===== config.mk =====
export PLATFORM = sky130hd
export DESIGN_NAME = binary_mul_arb_flat
export DESIGN_NICKNAME = d
export VERILOG_FILES = /design/src/rtl/binary_mul_arb_pkg.sv /design/src/rtl/binary_mul_arb_if.sv /design/src/rtl/binary_mul_rr_arb.sv /design/src/rtl/binary_mul_arb.sv /design/src/flat_wrapper.sv
export SDC_FILE = /design/constraint.sdc
export NUM_CORES = 1
export LEC_CHECK = 0
export ABC_AREA = 1
export BUFFER_PORTS_ARGS = -buffer_cell sky130_fd_sc_hd__buf_2
export CAP_MARGIN = 20
export CORE_MARGIN = 5
export CORE_UTILIZATION = 40
export CTS_BUF_LIST = sky130_fd_sc_hd__clkbuf_4 sky130_fd_sc_hd__clkbuf_8
export CTS_CLUSTER_DIAMETER = 80
export DETAILED_ROUTE_END_ITERATION = 16
export HOLD_SLACK_MARGIN = 0.06
export PLACE_DENSITY = 0.7
export SLEW_MARGIN = 40
export SYNTH_ARGS = -nofsm -noshare
export SYNTH_HDL_FRONTEND = slang
export SYNTH_SLANG_ARGS = --single-unit

===== constraint.sdc =====
create_clock -name clk -period 2.9 [get_ports clk]
set_input_delay 0.58 -clock clk [delete_from_list [all_inputs] [get_ports clk]]
set_output_delay 0.58 -clock clk [all_outputs]
set_load 0.005 [all_outputs]

===== src/rtl/binary_mul_arb_pkg.sv =====
// binary_mul_arb_pkg: shared FSM state type, default sizes and pointer helper
package binary_mul_arb_pkg;
  typedef enum logic [1:0] {IDLE, ISSUE, WAIT, RESP} state_e;
  localparam int N_REQ_DEF   = 4;
  localparam int WIDTH_DEF   = 7;
  localparam int MUL_LAT_DEF = 1;
  function automatic int rr_inc(input int idx, input int n);
    return (idx + 1 >= n) ? 0 : idx + 1;
  endfunction
endpackage


===== src/rtl/binary_mul_arb_if.sv =====
// binary_mul_arb_if: request, multiplier and response signals of the shared multiplier arbiter
// slave modport: arbiter side; master modport: clients + multiplier side.
// With BINARY_MUL_ARB_STATS_EN defined, op_count and busy are added.
interface binary_mul_arb_if #(
  parameter int N_REQ = 4,
  parameter int WIDTH = 7,
  parameter int ID_W  = $clog2(N_REQ)
);
  logic [N_REQ-1:0]       req_valid;
  logic [N_REQ-1:0]       req_ready;
  logic [N_REQ*WIDTH-1:0] req_a;
  logic [N_REQ*WIDTH-1:0] req_b;
  logic                   mul_en;
  logic [WIDTH-1:0]       mul_a;
  logic [WIDTH-1:0]       mul_b;
  logic [2*WIDTH-1:0]     mul_p;
  logic                   rsp_valid;
  logic                   rsp_ready;
  logic [ID_W-1:0]        rsp_id;
  logic [2*WIDTH-1:0]     rsp_p;
`ifdef BINARY_MUL_ARB_STATS_EN
  logic [15:0]            op_count;
  logic                   busy;
`endif
  modport slave (
    input  req_valid, req_a, req_b, mul_p, rsp_ready,
    output req_ready, mul_en, mul_a, mul_b, rsp_valid, rsp_id, rsp_p
`ifdef BINARY_MUL_ARB_STATS_EN
    , output op_count, busy
`endif
  );
  modport master (
    output req_valid, req_a, req_b, mul_p, rsp_ready,
    input  req_ready, mul_en, mul_a, mul_b, rsp_valid, rsp_id, rsp_p
`ifdef BINARY_MUL_ARB_STATS_EN
    , input op_count, busy
`endif
  );
endinterface


===== src/rtl/binary_mul_rr_arb.sv =====
// binary_mul_rr_arb: combinational round-robin grant starting at ptr_i
// valid_i: requests; ptr_i: highest-priority index; grant_o: one-hot grant;
// idx_o: binary grant index; any_o: some request is valid.
module binary_mul_rr_arb #(
  parameter int N_REQ = 4,
  parameter int ID_W  = $clog2(N_REQ)
) (
  input  logic [N_REQ-1:0] valid_i,
  input  logic [ID_W-1:0]  ptr_i,
  output logic [N_REQ-1:0] grant_o,
  output logic [ID_W-1:0]  idx_o,
  output logic             any_o
);
  always_comb begin
    grant_o = '0;
    idx_o   = '0;
    any_o   = 1'b0;
    // Walk from farthest to nearest so the first valid after ptr_i wins.
    for (int k = N_REQ - 1; k >= 0; k--) begin
      if (valid_i[(int'(ptr_i) + k) % N_REQ]) begin
        grant_o = N_REQ'(1) << ((int'(ptr_i) + k) % N_REQ);
        idx_o   = ID_W'((int'(ptr_i) + k) % N_REQ);
        any_o   = 1'b1;
      end
    end
  end
endmodule


===== src/rtl/binary_mul_arb.sv =====
// binary_mul_arb: round-robin sequencer sharing one registered multiplier among N_REQ clients
// clk, rst_n (async, active-low); bus (slave): per-client req_valid/req_ready/req_a/req_b,
// multiplier mul_en/mul_a/mul_b/mul_p, response rsp_valid/rsp_ready/rsp_id/rsp_p.
// BINARY_MUL_ARB_STATS_EN adds op_count (response handshakes, wraps) and busy.
module binary_mul_arb
  import binary_mul_arb_pkg::*;
#(
  parameter int N_REQ   = N_REQ_DEF,
  parameter int WIDTH   = WIDTH_DEF,
  parameter int MUL_LAT = MUL_LAT_DEF,
  parameter int ID_W    = $clog2(N_REQ)
) (
  input logic               clk,
  input logic               rst_n,
  binary_mul_arb_if.slave   bus
);
  localparam int CNT_W = (MUL_LAT > 1) ? $clog2(MUL_LAT) : 1;
  state_e             state_q, state_d;
  logic [ID_W-1:0]    rr_ptr_q, rr_ptr_d, id_q, id_d, rsp_id_q, rsp_id_d, g_idx;
  logic [CNT_W-1:0]   cnt_q, cnt_d;
  logic [WIDTH-1:0]   mul_a_q, mul_a_d, mul_b_q, mul_b_d;
  logic [2*WIDTH-1:0] rsp_p_q, rsp_p_d;
  logic               rsp_valid_q, rsp_valid_d, g_any;
  logic [N_REQ-1:0]   g_oh;
  binary_mul_rr_arb #(.N_REQ(N_REQ), .ID_W(ID_W)) u_arb (
    .valid_i(bus.req_valid),
    .ptr_i  (rr_ptr_q),
    .grant_o(g_oh),
    .idx_o  (g_idx),
    .any_o  (g_any)
  );
  assign bus.req_ready = (state_q == IDLE) ? g_oh : '0;
  assign bus.mul_en    = state_q == ISSUE;
  assign bus.mul_a     = mul_a_q;
  assign bus.mul_b     = mul_b_q;
  assign bus.rsp_valid = rsp_valid_q;
  assign bus.rsp_id    = rsp_id_q;
  assign bus.rsp_p     = rsp_p_q;
  always_comb begin
    state_d     = state_q;
    rr_ptr_d    = rr_ptr_q;
    id_d        = id_q;
    cnt_d       = cnt_q;
    mul_a_d     = mul_a_q;
    mul_b_d     = mul_b_q;
    rsp_valid_d = rsp_valid_q;
    rsp_id_d    = rsp_id_q;
    rsp_p_d     = rsp_p_q;
    case (state_q)
      IDLE: if (g_any) begin
        mul_a_d  = bus.req_a[int'(g_idx)*WIDTH +: WIDTH];
        mul_b_d  = bus.req_b[int'(g_idx)*WIDTH +: WIDTH];
        id_d     = g_idx;
        rr_ptr_d = ID_W'(rr_inc(int'(g_idx), N_REQ));
        state_d  = ISSUE;
      end
      ISSUE: begin
        cnt_d   = CNT_W'(MUL_LAT - 1);
        state_d = WAIT;
      end
      WAIT: if (cnt_q == '0) begin
        rsp_p_d     = bus.mul_p;
        rsp_id_d    = id_q;
        rsp_valid_d = 1'b1;
        state_d     = RESP;
      end else begin
        cnt_d = cnt_q - CNT_W'(1);
      end
      RESP: if (bus.rsp_ready) begin
        rsp_valid_d = 1'b0;
        state_d     = IDLE;
      end
    endcase
  end
  always_ff @(posedge clk or negedge rst_n) begin
    if (!rst_n) begin
      state_q     <= IDLE;
      rr_ptr_q    <= '0;
      id_q        <= '0;
      cnt_q       <= '0;
      mul_a_q     <= '0;
      mul_b_q     <= '0;
      rsp_valid_q <= 1'b0;
      rsp_id_q    <= '0;
      rsp_p_q     <= '0;
    end else begin
      state_q     <= state_d;
      rr_ptr_q    <= rr_ptr_d;
      id_q        <= id_d;
      cnt_q       <= cnt_d;
      mul_a_q     <= mul_a_d;
      mul_b_q     <= mul_b_d;
      rsp_valid_q <= rsp_valid_d;
      rsp_id_q    <= rsp_id_d;
      rsp_p_q     <= rsp_p_d;
    end
  end
`ifdef BINARY_MUL_ARB_STATS_EN
  logic [15:0] op_count_q, op_count_d;
  assign op_count_d   = op_count_q + 16'((rsp_valid_q && bus.rsp_ready) ? 1 : 0);
  assign bus.op_count = op_count_q;
  assign bus.busy     = state_q != IDLE;
  always_ff @(posedge clk or negedge rst_n) begin
    if (!rst_n) op_count_q <= '0;
    else        op_count_q <= op_count_d;
  end
`endif
endmodule


===== src/flat_wrapper.sv =====
// flat-port wrapper written by rule: the top's interface ports become plain ports
module binary_mul_arb_flat import binary_mul_arb_pkg::*;
#(
  parameter int N_REQ   = N_REQ_DEF,
  parameter int WIDTH   = WIDTH_DEF,
  parameter int MUL_LAT = MUL_LAT_DEF,
  parameter int ID_W    = $clog2(N_REQ)
)
  (clk, rst_n, bus_req_valid, bus_req_a, bus_req_b, bus_mul_p, bus_rsp_ready, bus_req_ready, bus_mul_en, bus_mul_a, bus_mul_b, bus_rsp_valid, bus_rsp_id, bus_rsp_p);
  binary_mul_arb_if #(.N_REQ(N_REQ), .WIDTH(WIDTH), .ID_W(ID_W)) bus_i ();
  input logic clk;
  input logic rst_n;
  input wire logic [$bits(bus_i.req_valid)-1:0] bus_req_valid;
  input wire logic [$bits(bus_i.req_a)-1:0] bus_req_a;
  input wire logic [$bits(bus_i.req_b)-1:0] bus_req_b;
  input wire logic [$bits(bus_i.mul_p)-1:0] bus_mul_p;
  input wire logic [$bits(bus_i.rsp_ready)-1:0] bus_rsp_ready;
  output wire logic [$bits(bus_i.req_ready)-1:0] bus_req_ready;
  output wire logic [$bits(bus_i.mul_en)-1:0] bus_mul_en;
  output wire logic [$bits(bus_i.mul_a)-1:0] bus_mul_a;
  output wire logic [$bits(bus_i.mul_b)-1:0] bus_mul_b;
  output wire logic [$bits(bus_i.rsp_valid)-1:0] bus_rsp_valid;
  output wire logic [$bits(bus_i.rsp_id)-1:0] bus_rsp_id;
  output wire logic [$bits(bus_i.rsp_p)-1:0] bus_rsp_p;
  assign bus_i.req_valid = bus_req_valid;
  assign bus_i.req_a = bus_req_a;
  assign bus_i.req_b = bus_req_b;
  assign bus_i.mul_p = bus_mul_p;
  assign bus_i.rsp_ready = bus_rsp_ready;
  assign bus_req_ready = bus_i.req_ready;
  assign bus_mul_en = bus_i.mul_en;
  assign bus_mul_a = bus_i.mul_a;
  assign bus_mul_b = bus_i.mul_b;
  assign bus_rsp_valid = bus_i.rsp_valid;
  assign bus_rsp_id = bus_i.rsp_id;
  assign bus_rsp_p = bus_i.rsp_p;
  binary_mul_arb #(.N_REQ(N_REQ), .WIDTH(WIDTH), .MUL_LAT(MUL_LAT), .ID_W(ID_W)) u_core (.clk(clk), .rst_n(rst_n), .bus(bus_i));
endmodule

==> reports/metrics.csv <==
metric,value,unit
nets,496,
GRT Util Overall,0.155,
number of distinct library cells after synthesis,28,
n_diodes,0,
Max VDD drop,0.639,mV
IO buf count,112,
Area contributors post-synth,"dfrtp_1 37%, nand2_1 9.7%, o211ai_2 8.9%",
sequential fraction of the synthesis area,0.366,
Post-synth EDFFs,0,
"Primary FF master, synth",dfrtp_1,
Final GP Congestion,0.854,
Crit path required time,2320,ps
Starting Density,0.405,
crit end category,output pin,
hpwl dp,4840,um
number of fill cells,631,
most common library cells after synthesis,"65 x nand2_1, 47 x inv_1, 37 x dfrtp_1",
GRT overflow,0,
CTS Sinks,37,
Final Hold Violating Endpoints,0,
CP startpoint kind,register,
via count,2306,
Syn Inst Count,297,
number of global-route vias before repair,2180,
FF+latch area,928,um2
initial antenna violation count,0,
CP Class,register to output pin,
number of synthesized register bits,37,
"non-filler cells, final",486,
Fmax achieved,370,MHz
WP data arrival,2120,ps
Worst Skew,5.85,ps
cell taking the most area after synthesis,dfrtp_1,
synth warn,0,
Die W,89.5,um
Die Y,89.5,um
Post-synth ARST share,1.00,
Post-Syn Area per Cell,8.51,um2
Slew HR,0.501,
area of the mapped netlist,2530,um2
Min-Delay Path Class,primary input to asynchronous set/reset pin,
DRT antenna net count,0,
CTS tree,yes,
H-tree depth,2,
Post-Syn Nets,385,
TritonCTS Buffers,5,
first-pass GRT wire length,9810,um
Synth top area share,0.366,
Total Die Area,8010,um2
FP Rows,29,
Max Slew Vio Count,0,
wire per inst,12.9,um
CP Max Fanout,8,
ratio of cells with drive above 1 in the final layout,0.452,
synthesis-to-finish area growth,28.7,%
Routed WL,6280,um
DR pass1 iterations,4,
num ports,113,
Final Critical Period,2700,ps
placed insts,476,
TNS Setup,0,ps
number of max-cap violations,0,
Hold Buf Count CTS,0,
pwr/cell area,1230,nW/um2
largest net degree at the start of global routing,51,
Setup Viol. Count Final,0,
"Reg clk slew, reported paths",80,ps
fin crit share,0.932,
CORE AREA,6240,um2
most frequent cell after synthesis,nand2_1,
Tot Pwr,4.01,mW
status,"finished, final reports clean",
total leakage power,1.78,nW
Post-route DRC,0,
Iter 0 DRT Violations,113,
Least-Margin Pin Slew,749,ps
average via count per standard cell,4.74,
clock buffer depth,2,
RSZ-0062 raised after global routing,no,
root buffer cell,clkbuf_8,
Multi-input gate area,1310,um2
Worst-Skew Late Latency,290,ps
==> registers in the layout, indices dropped and copies added (netlist names) <==
signal                flops
u_core.bus.mul_a          7
u_core.bus.mul_b          7
u_core.bus.rsp_id         2
u_core.bus.rsp_p         14
u_core.bus.rsp_valid      1
u_core.id_q               2
u_core.rr_ptr_q           2
u_core.state_q            2
==> per-layer routing <==
metal | global-route usage | wire [um] | up-vias | share of wire
met5 | 0 | 0 | - | 0
met4 | 0.0311 | 36 | 0 | 0.0057
met1 | 0.211 | 2780 | 1048 | 0.44
met2 | 0.246 | 3050 | 62 | 0.49
met3 | 0.0470 | 418 | 6 | 0.067
li1 | - | - | 1190 | -
==> critical path, stage by stage, from the launching register on <==
cell     delay [ps]
dfrtp_2         450
inv_1           140
ha_1            390
inv_1            70
nand3_2         100
nand2_4          80
inv_4            90
nand2_2          60
o22ai_1         130
nand2_1          80
a21oi_1         130
buf_2           130
==> path summary, 6_finish.rpt <==
check | from | end | slack, ps | depth (start not counted)
worst max-delay path | u_core.rr_ptr_q[1] | bus_req_ready[2] | 200 | 11
min in group clk | u_core.bus.mul_a[6] | u_core.bus.mul_a[6] | 490 | 2
worst max register to register | u_core.rr_ptr_q[1] | u_core.bus.mul_b[1] | 360 | 13
worst min-delay path | rst_n | u_core.bus.rsp_p[0] | 250 | 1
max in group asynchronous | rst_n | u_core.rr_ptr_q[0] | 2280 | 1
worst min register to register | u_core.bus.mul_a[6] | u_core.bus.mul_a[6] | 490 | 2
==> what timing repair did <==
action,4_1_cts,5_1_grt
hold endpoints to repair,0,0
resized for setup,0,2
setup buffers,0,2
endpoints found under the setup margin,0,8
==> logic make-up after synthesis <==
kind of cell	share of synthesized area
adder cells (fa/ha/maj)	0.0545
AO/OA/AOI/OAI	0.165
flip-flops	0.366
AND/OR/NAND/NOR	0.233
multiplexers	0.0668
buffers and inverters	0.115
==> area by class of cell <==
type / instances / area share
multi-input cells: 197 / 0.403
flip-flops and latches: 37 / 0.285
repair buffers: 114 / 0.178
inverters: 53 / 0.0627
well taps: 77 / 0.0296
clock buffers: 5 / 0.0212
clock inverters: 3 / 0.0200
==> report_power, final <==
part           leakage (nW)  total [mW]  switching [mW]  internal (mW)
Sequential            0.438       0.950           0.157          0.793
Combinational          1.27        2.53            1.57          0.957
Clock                0.0681       0.531           0.190          0.342
Total                  1.78        4.01            1.91           2.09
==> through the flow <==
stage / utilization / setup WS [ps] / hold slack (ps) / cell area, um2
floorplan: - / 664 / 284 / 2530
global placement: 0.496 / 276 / 476 / 3100
detailed placement: 0.496 / 220 / 470 / 3100
CTS: 0.518 / 56.4 / 420 / 3230
global route: 0.521 / 16.0 / 282 / 3250
finish: 0.521 / 197 / 246 / 3250
==> layout by cell type (no fill, tap or decap), drive strengths merged, types with 3 or more instances in the layout <==
master  Yosys  final
a21oi      10     10
buf         8    114
clkbuf      2      5
dfrtp      37     37
ha         11     11
inv        53     53
mux2       15     15
nand2      80     80
nand3      29     29
nand3b      3      3
nor2        7      7
o211ai     26     26
o21ai      10     10
Power figures use the tool's default switching activity.
